--- src/rtl/encoder8x3_rr_if.sv ---
// Request/result bundle between up to eight requesters, the round-robin
// encoder and its single downstream consumer.
interface encoder8x3_rr_if;
    logic [7:0] req;
    logic       out_ready;
    logic       out_valid;
    logic [2:0] idx;
    logic [7:0] grant;
    logic       multi;
    logic [7:0] err_cnt;

    // Handshake: a result transfers on a rising edge where out_valid && out_ready.
    // While out_valid=1 and out_ready=0, idx/grant/multi are held stable.
    modport slave (
        input  req,
        input  out_ready,
        output out_valid,
        output idx,
        output grant,
        output multi,
        output err_cnt
    );

    modport master (
        output req,
        output out_ready,
        input  out_valid,
        input  idx,
        input  grant,
        input  multi,
        input  err_cnt
    );
endinterface

--- src/rtl/encoder8x3_rr.sv ---
// Round-robin 8-to-3 encoder: registered index/one-hot grant of one active
// request, rotating priority pointer, saturating count of contended loads.
module encoder8x3_rr (
    input  logic                   clk,
    input  logic                   rst,
    encoder8x3_rr_if.slave         bus,
    output logic                   dbg_state_o
);
    typedef enum logic {
        S_EMPTY = 1'b0,
        S_FULL  = 1'b1
    } state_e;

    state_e     state_q, state_d;
    logic [2:0] ptr_q, ptr_d;
    logic [2:0] idx_q, idx_d;
    logic [7:0] grant_q, grant_d;
    logic       multi_q, multi_d;
    logic [7:0] err_cnt_q, err_cnt_d;

    logic       load;
    logic       multi_now;
    logic [2:0] sel;

    // Clearing the lowest set bit leaves something only if two or more were set.
    assign multi_now = (bus.req & (bus.req - 8'd1)) != 8'd0;
    assign load      = (bus.req != 8'd0) && ((state_q == S_EMPTY) || bus.out_ready);

    // First set request scanning ptr, ptr+1, ... with 3-bit wrap.
    always_comb begin
        logic       found;
        logic [2:0] pos;
        sel   = 3'd0;
        found = 1'b0;
        pos   = 3'd0;
        for (int k = 0; k < 8; k++) begin
            pos = ptr_q + 3'(k);
            if (!found && bus.req[pos]) begin
                found = 1'b1;
                sel   = pos;
            end
        end
    end

    always_comb begin
        state_d   = state_q;
        ptr_d     = ptr_q;
        idx_d     = idx_q;
        grant_d   = grant_q;
        multi_d   = multi_q;
        err_cnt_d = err_cnt_q;
        if (load) begin
            state_d = S_FULL;
            idx_d   = sel;
            grant_d = 8'b1 << sel;
            multi_d = multi_now;
            ptr_d   = sel + 3'd1;
            if (multi_now && (err_cnt_q != 8'hFF)) begin
                err_cnt_d = err_cnt_q + 8'd1;
            end
        end else if ((state_q == S_FULL) && bus.out_ready) begin
            state_d = S_EMPTY;
            grant_d = 8'h00;
        end
    end

    always_ff @(posedge clk) begin
        if (rst) begin
            state_q   <= S_EMPTY;
            ptr_q     <= 3'd0;
            idx_q     <= 3'd0;
            grant_q   <= 8'h00;
            multi_q   <= 1'b0;
            err_cnt_q <= 8'h00;
        end else begin
            state_q   <= state_d;
            ptr_q     <= ptr_d;
            idx_q     <= idx_d;
            grant_q   <= grant_d;
            multi_q   <= multi_d;
            err_cnt_q <= err_cnt_d;
        end
    end

    assign bus.out_valid = (state_q == S_FULL);
    assign bus.idx       = idx_q;
    assign bus.grant     = grant_q;
    assign bus.multi     = multi_q;
    assign bus.err_cnt   = err_cnt_q;
    assign dbg_state_o   = state_q;
endmodule

--- src/flat_wrapper.sv ---
// flat-port wrapper written by rule: the top's interface ports become plain ports
module encoder8x3_rr_flat 
  (clk, rst, dbg_state_o, bus_req, bus_out_ready, bus_out_valid, bus_idx, bus_grant, bus_multi, bus_err_cnt);
  encoder8x3_rr_if bus_i ();
  input  logic clk;
  input  logic rst;
  output logic dbg_state_o;
  input wire logic [$bits(bus_i.req)-1:0] bus_req;
  input wire logic [$bits(bus_i.out_ready)-1:0] bus_out_ready;
  output wire logic [$bits(bus_i.out_valid)-1:0] bus_out_valid;
  output wire logic [$bits(bus_i.idx)-1:0] bus_idx;
  output wire logic [$bits(bus_i.grant)-1:0] bus_grant;
  output wire logic [$bits(bus_i.multi)-1:0] bus_multi;
  output wire logic [$bits(bus_i.err_cnt)-1:0] bus_err_cnt;
  assign bus_i.req = bus_req;
  assign bus_i.out_ready = bus_out_ready;
  assign bus_out_valid = bus_i.out_valid;
  assign bus_idx = bus_i.idx;
  assign bus_grant = bus_i.grant;
  assign bus_multi = bus_i.multi;
  assign bus_err_cnt = bus_i.err_cnt;
  encoder8x3_rr u_core (.clk(clk), .rst(rst), .bus(bus_i), .dbg_state_o(dbg_state_o));
endmodule
--- config.mk ---
export PLATFORM = sky130hd
export DESIGN_NAME = encoder8x3_rr_flat
export DESIGN_NICKNAME = d
export VERILOG_FILES = /design/src/rtl/encoder8x3_rr_if.sv /design/src/rtl/encoder8x3_rr.sv /design/src/flat_wrapper.sv
export SDC_FILE = /design/constraint.sdc
export NUM_CORES = 1
export LEC_CHECK = 0
export ABC_AREA = 1
export BUFFER_PORTS_ARGS = -buffer_cell sky130_fd_sc_hd__buf_4
export CORE_MARGIN = 1.5
export CORE_UTILIZATION = 55
export DETAILED_ROUTE_END_ITERATION = 8
export GPL_TIMING_DRIVEN = 0
export PLACE_DENSITY_LB_ADDON = 0.25
export SYNTH_ARGS = -nofsm -noshare
export SYNTH_HDL_FRONTEND = slang
export SYNTH_SLANG_ARGS = --single-unit
--- constraint.sdc ---
create_clock -name clk -period 4.3 [get_ports clk]
set_clock_uncertainty 0.05 [all_clocks]
set_input_delay 0.215 -clock clk [delete_from_list [all_inputs] [get_ports clk]]
set_output_delay 0.215 -clock clk [all_outputs]
set_load 0.05 [all_outputs]
== Word-level counts from Yosys, hierarchy flattened ==
Index checks and enable logic that the tools add are counted.

* Word-level logic and storage cells: 85
* Flip-flop bits (word level): 24
* Output and inout port bits: 22

* Reduce and logical (&&, ||, !) cells: 22
* Bitwise operators: 2
* Equal/unequal tests: 1
* Shift-type cells: 1
* Magnitude comparators: 8
* Add/subtract/negate cells: 10
* Mux-type cells: 35

{| class="wikitable"
|+ Operators with widths
! cell !! number
|-
| $lt 3x4->1 const B || 8
|-
| $bmux 1 s3 || 8
|-
| $mux 3 || 8
|-
| $mux 1 || 17
|-
| $mux 8 || 2
|-
| $reduce_bool 8->1 || 2
|-
| $add 3x3->3 const B || 4
|-
| $logic_and 1x1->1 || 10
|-
| $add 8x1->8 const B || 1
|-
| $and 8x8->8 || 1
|-
| $ne 8x8->1 const B || 1
|-
| $shl 1x3->8 const A || 1
|-
| $sub 8x1->8 const B || 1
|-
| $logic_not 1->1 || 7
|-
| $add 3x1->3 const B || 2
|-
| $add 3x2->3 const B || 2
|-
| $reduce_and 2->1 || 1
|-
| $reduce_bool 2->1 || 1
|-
| $logic_or 1x1->1 || 1
|-
| $not 1->1 || 1
|}

== Logic depth before layout (Yosys ltp) ==
Gate-level depths: netlist of the first run.

* Depth after elaboration: 26
* Depth in mapped cells: 19
* Gate-level depth less buffers: 19

== Least setup slack after synthesis of the first run ==
OpenSTA, ideal clock, no wires.

* Path kind: register to register
* Start point: register u_core.ptr_q[0]
* End point: register u_core.ptr_q[2]
* Cell stages (with the launch flop): 18
* Arrival: 2.513 ns
* Slack: 1.618 ns
* Clock period less this slack: 2.682 ns
* Data required time: 4.130 ns
* Cell sequence: dfxtp_1 inv_2 ha_1 inv_2 nand3_1 nand3_2 nand2_4 nor2_8 nand4_4 nor2_8 nand2_1 nand3_1 nand2_1 inv_1 ha_1 ha_1 o21ai_0 a21oi_1

* Longest elaborated chain between the ends: 25

{| class="wikitable"
|+ Ends and longest elaborated chain
! what !! RTL line !! text
|-
| from (decl) || encoder8x3_rr.sv:15 || <nowiki>logic [2:0] ptr_q, ptr_d;</nowiki>
|-
| from (signal assigned) || encoder8x3_rr.sv:77 || <nowiki>ptr_q <= ptr_d;</nowiki>
|-
| parallel branches: the longest is 23 deep, another holds $add 3x1->3 || -- ||
|-
| $mux 3 * || encoder8x3_rr.sv:38 || <nowiki>if (!found && bus.req[pos]) begin</nowiki>
|-
| net u_core.sel[0] || encoder8x3_rr.sv:23 || <nowiki>logic [2:0] sel;</nowiki>
|-
| $add 3x1->3 * || encoder8x3_rr.sv:57 || <nowiki>ptr_d = sel + 3'd1;</nowiki>
|}

Mark *: on every way through the listed nets, which the timed path passes. The select of a mux whose other input is x is not followed.
A chain may end at the register's enable or synchronous reset.

== Worst setup path in the final report of the first run ==
* Start point: register u_core.ptr_q[1]
* End point: register u_core.ptr_q[2]

The elaborated chain is that of the path after synthesis.

==> impl_metrics.tcl, run 1 <==
set metrics [dict create \
    via_per_inst 5.231 \
    die_area_um2 3927 \
    required_ps 4470 \
    maxSlewViolCount 0 \
    first_global_vias 1737 \
    ant_nets 0 \
    wl_per_cell_um 11.99 \
    met2_length_um 2066 \
    status "finished clean" \
    post-cts-setup-buffers 0 \
    synth.area.top_cells "dfxtp_1, nand2_1, nand3_1" \
    yosys_register_bits 24 \
    fin_setup_tns_ps 0 \
    hold_path.class "input pin to flop" \
    clk_latency_ps 320 \
    final_cell_mix "nand2_1, buf_4, nand3_1, inv_1, dfxtp_1" \
    m1WireLength_um 2063 \
    cts_sinks 24 \
    route.met3.wl_um 136 \
    syn-instance-count 278 \
    synth-edff-count 0 \
    io_pins 33 \
    cp_cell_sequence "inv_1, ha_1, inv_2, nand3_1, nand2_1, nor2_2, a31oi_2, inv_2, nor2_8, nand2_1, nand3b_1, nand2_1, inv_1, ha_1, ha_1, o21ai_0, a21oi_1" \
    cap_violations 0 \
    period_share 0.7086 \
    critPathSlowestCell "dfxtp_1" \
    leakage_nw 1.069 \
    cts_tree "built" \
    async_flop_share 0 \
    crit_arrival_ps 3220 \
    rsz0062_at_grt "no" \
    yosysTopAreaCellShare 0.2454 \
    syn_avg_cell_area_um2 7.044 \
    crit_fanout 8 \
    period_needed_ps 3047 \
    grt-ovfl-total 0 \
    highest_layer "met4" \
    worstMarginPinSlew_ps 608.8 \
    nNetsFinal 334 \
    peakVddDrop_uv 299.6 \
    clockBufferDepth 2 \
    n_antenna_cell 0 \
    max_stage_delay_ps 400 \
    rows 21 \
    crit_type "flop to flop" \
    critical_path.startpoint_type "flop" \
    cp_num_buf_inv 4 \
    core_um2 3363 \
    drcViolationCount 0 \
    area_delta_synth_final_pct 17.89 \
    slew-limit-headroom 0.5942 \
    gp_congestion 0.8133 \
    cts-root-buf "clkbuf_4" \
    seq_area_frac_synth 0.2454 \
    syn_nets 297 \
    drive_above_1_share 0.2484 \
    drtIter0Drc 64 \
    htreeDepth 1 \
    grt_antenna_before_repair 0 \
    critPathCaptureType "flop" \
    clk_pin_slew_ps 140 \
    hold_viol 0 \
    grt_max_degree 15 \
    postCtsHoldBufs 0 \
    grt_pass1_wl_um 7693 \
    p_per_area_nw_per_um2 805.4 \
    vias 1883 \
    cts_buffers 3 \
    place_hpwl_um 3403 \
    layout_commonest_cell "nand2_1" \
    routed_wl_um 4318 \
    netlist_area_um2 1958 \
    max_freq_mhz 328.2 \
    ys_warn_count 0 \
    die_y_um 62.67 \
    grt_usage 0.2374 \
    port_buffers 32 \
    setup_viol 0 \
    firstDrtPassIters 4 \
    initial_utilization 0.5822 \
    die_x_um 62.67 \
    cp_top_family "adder cells" \
    timing.hold.ws_ps 31.81 \
    ys.flop_type "dfxtp_1" \
    synth_largest_area_cell "dfxtp_1" \
    ys_types 41 \
    cts_resized 0 \
]
-- cell type report --
type,instances,area (um^2)
flip-flops and latches,24,480.5
clock buffers,3,22.52
fillers,329,1055
clock inverters,1,30.03
well taps,46,57.56
multi-input cells,214,1303
plain buffers,6,46.29
inverters,34,128.9
repair buffers,32,240.2
-- stage by stage --
stage	instances	area (um^2)	utilization	power (mW)	setup WS, ps
global placement	356	2256	0.6708	1.670	1319
detailed placement	356	2256	0.6708	1.692	1298
global route	360	2308	0.6864	2.039	897.3
finish	360	2308	0.6864	1.859	1253
CTS	360	2308	0.6864	1.862	1273
floorplan	278	1958	-	1.432	1618
-- Yosys cell counts (all sizes together) (2+ instances only) --
cell type and instances:
xor2 2, buf 5, nand4 11, xnor2 4, inv 32, clkinv 2
nand3 41, nor3 5, nor2 25, a21oi 24, nand2 72, a31oi 3
dfxtp 24, ha 8, o21ai 12
-- worst paths after layout --
path                            slack, ps  cells after the start                 from                   to
worst max register to register       1250                     17      u_core.ptr_q[1]      u_core.ptr_q[2]
worst min-delay path                   30                      2                  rst  u_core.bus.grant[0]
worst min register to register        420                      2  u_core.bus.grant[7]  u_core.bus.grant[7]
worst max-delay path                 1250                     17      u_core.ptr_q[1]      u_core.ptr_q[2]
-- routing by layer --
layer	vias to the layer above	track usage
met5	-	0
met1	851	0.3082
met3	6	0.02523
met4	0	0.08333
li1	998	-
met2	28	0.4086
-- flip-flops by register name, summed over array words and instances (netlist names) --
signal,flops
u_core.bus.multi,1
u_core.bus.out_valid,1
u_core.bus.err_cnt,8
u_core.bus.idx,3
u_core.bus.grant,8
u_core.ptr_q,3
-- where the power goes --
group | switching [mW] | leakage, nW | internal (mW)
logic | 0.916 | 0.845 | 0.473
registers | 0.0293 | 0.197 | 0.276
clock network | 0.0710 | 0.0279 | 0.0943
total | 1.02 | 1.07 | 0.842
-- cells by family after synthesis --
kind of cell             synth area share
adder cells (fa/ha/maj)           0.05112
AO/OA/AOI/OAI                      0.1278
flip-flops                         0.2454
buffers and inverters             0.08944
XOR/XNOR                          0.04985
AND/OR/NAND/NOR                    0.4364
No activity file was read; power rests on OpenSTA's default activity.
==> run 2: changes to the inputs <==
--- a/config.mk
+++ b/config.mk
@@ -5,10 +5,10 @@
 export SDC_FILE = /design/constraint.sdc
 export NUM_CORES = 1
 export LEC_CHECK = 0
-export ABC_AREA = 1
+export ABC_AREA = 0
 export BUFFER_PORTS_ARGS = -buffer_cell sky130_fd_sc_hd__buf_4
 export CORE_MARGIN = 1.5
-export CORE_UTILIZATION = 55
+export CORE_UTILIZATION = 52
 export DETAILED_ROUTE_END_ITERATION = 8
 export GPL_TIMING_DRIVEN = 0
 export PLACE_DENSITY_LB_ADDON = 0.25
==> constraint.sdc (replaced) <==
create_clock -name clk -period 2.51 [get_ports clk]
set_clock_uncertainty 0.05 [all_clocks]
set_input_delay 0.1255 -clock clk [delete_from_list [all_inputs] [get_ports clk]]
set_output_delay 0.1255 -clock clk [all_outputs]
set_load 0.05 [all_outputs]
==> impl_metrics.tcl, run 2 <==
set metrics [dict create \
    grt_pass1_wl_um 10240 \
    slew-limit-headroom 0.4835 \
    drcViolationCount 0 \
    clk_latency_ps 260 \
    synth_common_cells "dfxtp_1, nand2_1, nor2_1" \
    drtIter0Drc 222 \
    crit_fanout 6 \
    first_global_vias 2161 \
    vias 2195 \
    htreeDepth 1 \
    dp_slack_ps -1077 \
    crit_arrival_ps 3500 \
    wl_per_cell_um 17.38 \
    clk_pin_slew_ps 80 \
    required_ps 2610 \
    yosysMostFrequentCell "dfxtp_1" \
    synth-edff-count 0 \
    nNetsFinal 313 \
    async_flop_share 0 \
    area_delta_synth_final_pct 31.12 \
    status "complete, but fails checks" \
    hold_path.class "input pin to flop" \
    violations "setup timing" \
    grt-ovfl-total 0 \
    nFillCells 305 \
    cts-root-buf "clkbuf_8" \
    critPathCaptureType "flop" \
    postCtsHoldBufs 0 \
    cts_sinks 24 \
    whs_path_depth 4 \
    syn_nets 262 \
    routed_wl_um 5962 \
    max_freq_mhz 293.8 \
    reg2reg_from "u_core.ptr_q[1]" \
    firstDrtPassIters 4 \
    leakage_nw 1.098 \
    worstMarginPinSlew_ps 770.1 \
    ys.flop_type "dfxtp_1" \
    netlist_area_um2 2283 \
    worst_r2r_path_depth 16 \
    initial_utilization 0.5549 \
    peakVddDrop_uv 808.2 \
    period_share 1.356 \
    grt_max_degree 14 \
    hold_viol 0 \
    cts_buffers 3 \
    grt_usage 0.2548 \
    p_per_area_nw_per_um2 1337 \
    syn-instance-count 243 \
    cts_tree "built" \
    rsz0062_at_grt "yes" \
    layout_commonest_cell "buf_4" \
    io_pins 33 \
    ys_types 63 \
    via_per_inst 6.399 \
    synth_largest_area_cell "dfxtp_1" \
    seq_area_frac_synth 0.2104 \
    crit_type "flop to flop" \
    rows 23 \
    grt_antenna_before_repair 0 \
    maxSlewViolCount 0 \
    yosysTopAreaCellShare 0.2104 \
    crit_path_start "u_core.ptr_q[1]" \
    cap_violations 0 \
    die_area_um2 4798 \
    ys_warn_count 0 \
    place_hpwl_um 4095 \
    core_um2 4115 \
    die_x_um 69.27 \
    period_needed_ps 3404 \
    critical_path.startpoint_type "flop" \
    drive_above_1_share 0.4334 \
    final_cell_mix "buf_4, dfxtp_1, nor2_1, nand2_1, mux4_2" \
    fin_util 0.7276 \
    n_antenna_cell 0 \
    syn_avg_cell_area_um2 9.397 \
    ant_nets 0 \
    hp-start "bus_out_ready" \
    finalWorstSetupSlack_ps -894.1 \
    gp_congestion 0.8558 \
    synth.area.top_cells "dfxtp_1, mux4_2, mux2i_1" \
    port_buffers 31 \
    p_total_mw 4.002 \
    setup_viol 14 \
    die_y_um 69.27 \
    clockBufferDepth 2 \
    yosys_register_bits 24 \
]
[run 2: changes by cell type after synthesis, sizes merged, moves of 9 or more]
cell and delta:
a21oi -18, inv -24, mux2i +14, mux4 +13
nand2 -53, nand3 -38, nand4 -9
[run 2: metal layers]
metal | track usage | wire length, um | up-vias
met5 | 0 | 0 | -
met4 | 0.05664 | 57 | 0
met3 | 0.03198 | 319 | 8
met2 | 0.4455 | 3072 | 73
met1 | 0.3364 | 2513 | 1077
li1 | - | - | 1037
[run 2: final timing paths]
| check | endpoint | slack, ps |
|---|---|---|
| worst min-delay path | u_core.bus.grant[7] | 220 |
| worst min register to register | u_core.bus.idx[0] | 460 |
| worst max register to register | u_core.bus.grant[7] | -890 |
| worst max-delay path | u_core.bus.grant[7] | -890 |
[run 2: stage by stage]
stage	hold WS (ps)	setup TNS, ps	cells	instance area [um^2]
CTS	222.1	-8424	342	2919
global route	260.9	-11040	343	2994
detailed placement	431.0	-11030	324	2683
floorplan	360.1	-7147	243	2387
global placement	435.5	-10530	324	2683
finish	222.7	-9069	343	2994
[run 2: critical path: stages, from the launching register on]
cell      delay [ps]
dfxtp_2          350
buf_6            100
buf_8             90
inv_4             30
ha_4             280
buf_8            130
mux4_2           590
mux2i_4          240
o211ai_1         120
o2111a_1         130
a221o_1          320
and2_4           180
ha_4             170
ha_4             150
mux2i_1          120
o221a_2          200
nor2_1            40
[run 2: kinds of logic after synthesis]
group | Yosys count | synth area share
AOI/OAI and AO/OA | 67 | 0.2301
adders and majority gates | 10 | 0.05260
buffers and inverters | 25 | 0.05972
DFF | 24 | 0.2104
muxes | 35 | 0.2356
and+or+nand+nor | 72 | 0.1699
xor gates and xnor gates | 10 | 0.04165
[run 2: area by class of cell]
cell class / instances / area (um^2) / area share
plain buffers: 16 / 123.9 / 0.04137
clock buffers: 4 / 55.05 / 0.01839
inverters: 8 / 32.53 / 0.01087
multi-input cells: 194 / 1866 / 0.6231
flip-flops and latches: 24 / 483.0 / 0.1613
well taps: 50 / 62.56 / 0.02089
repair buffers: 47 / 371.6 / 0.1241
[run 2: what timing repair did]
item                                    CTS  global route
gates resized for setup                  16            14
hold endpoints to repair                  0             0
endpoints found under the setup margin   14            14
pin swaps                                 7            11
buffers inserted                         14             5
[run 2: power breakdown]
| part | leakage, nW | internal [mW] | switching (mW) |
|---|---|---|---|
| Sequential | 0.197 | 0.476 | 0.0602 |
| Combinational | 0.872 | 1.46 | 1.74 |
| Clock | 0.0288 | 0.140 | 0.123 |
| Total | 1.10 | 2.08 | 1.92 |
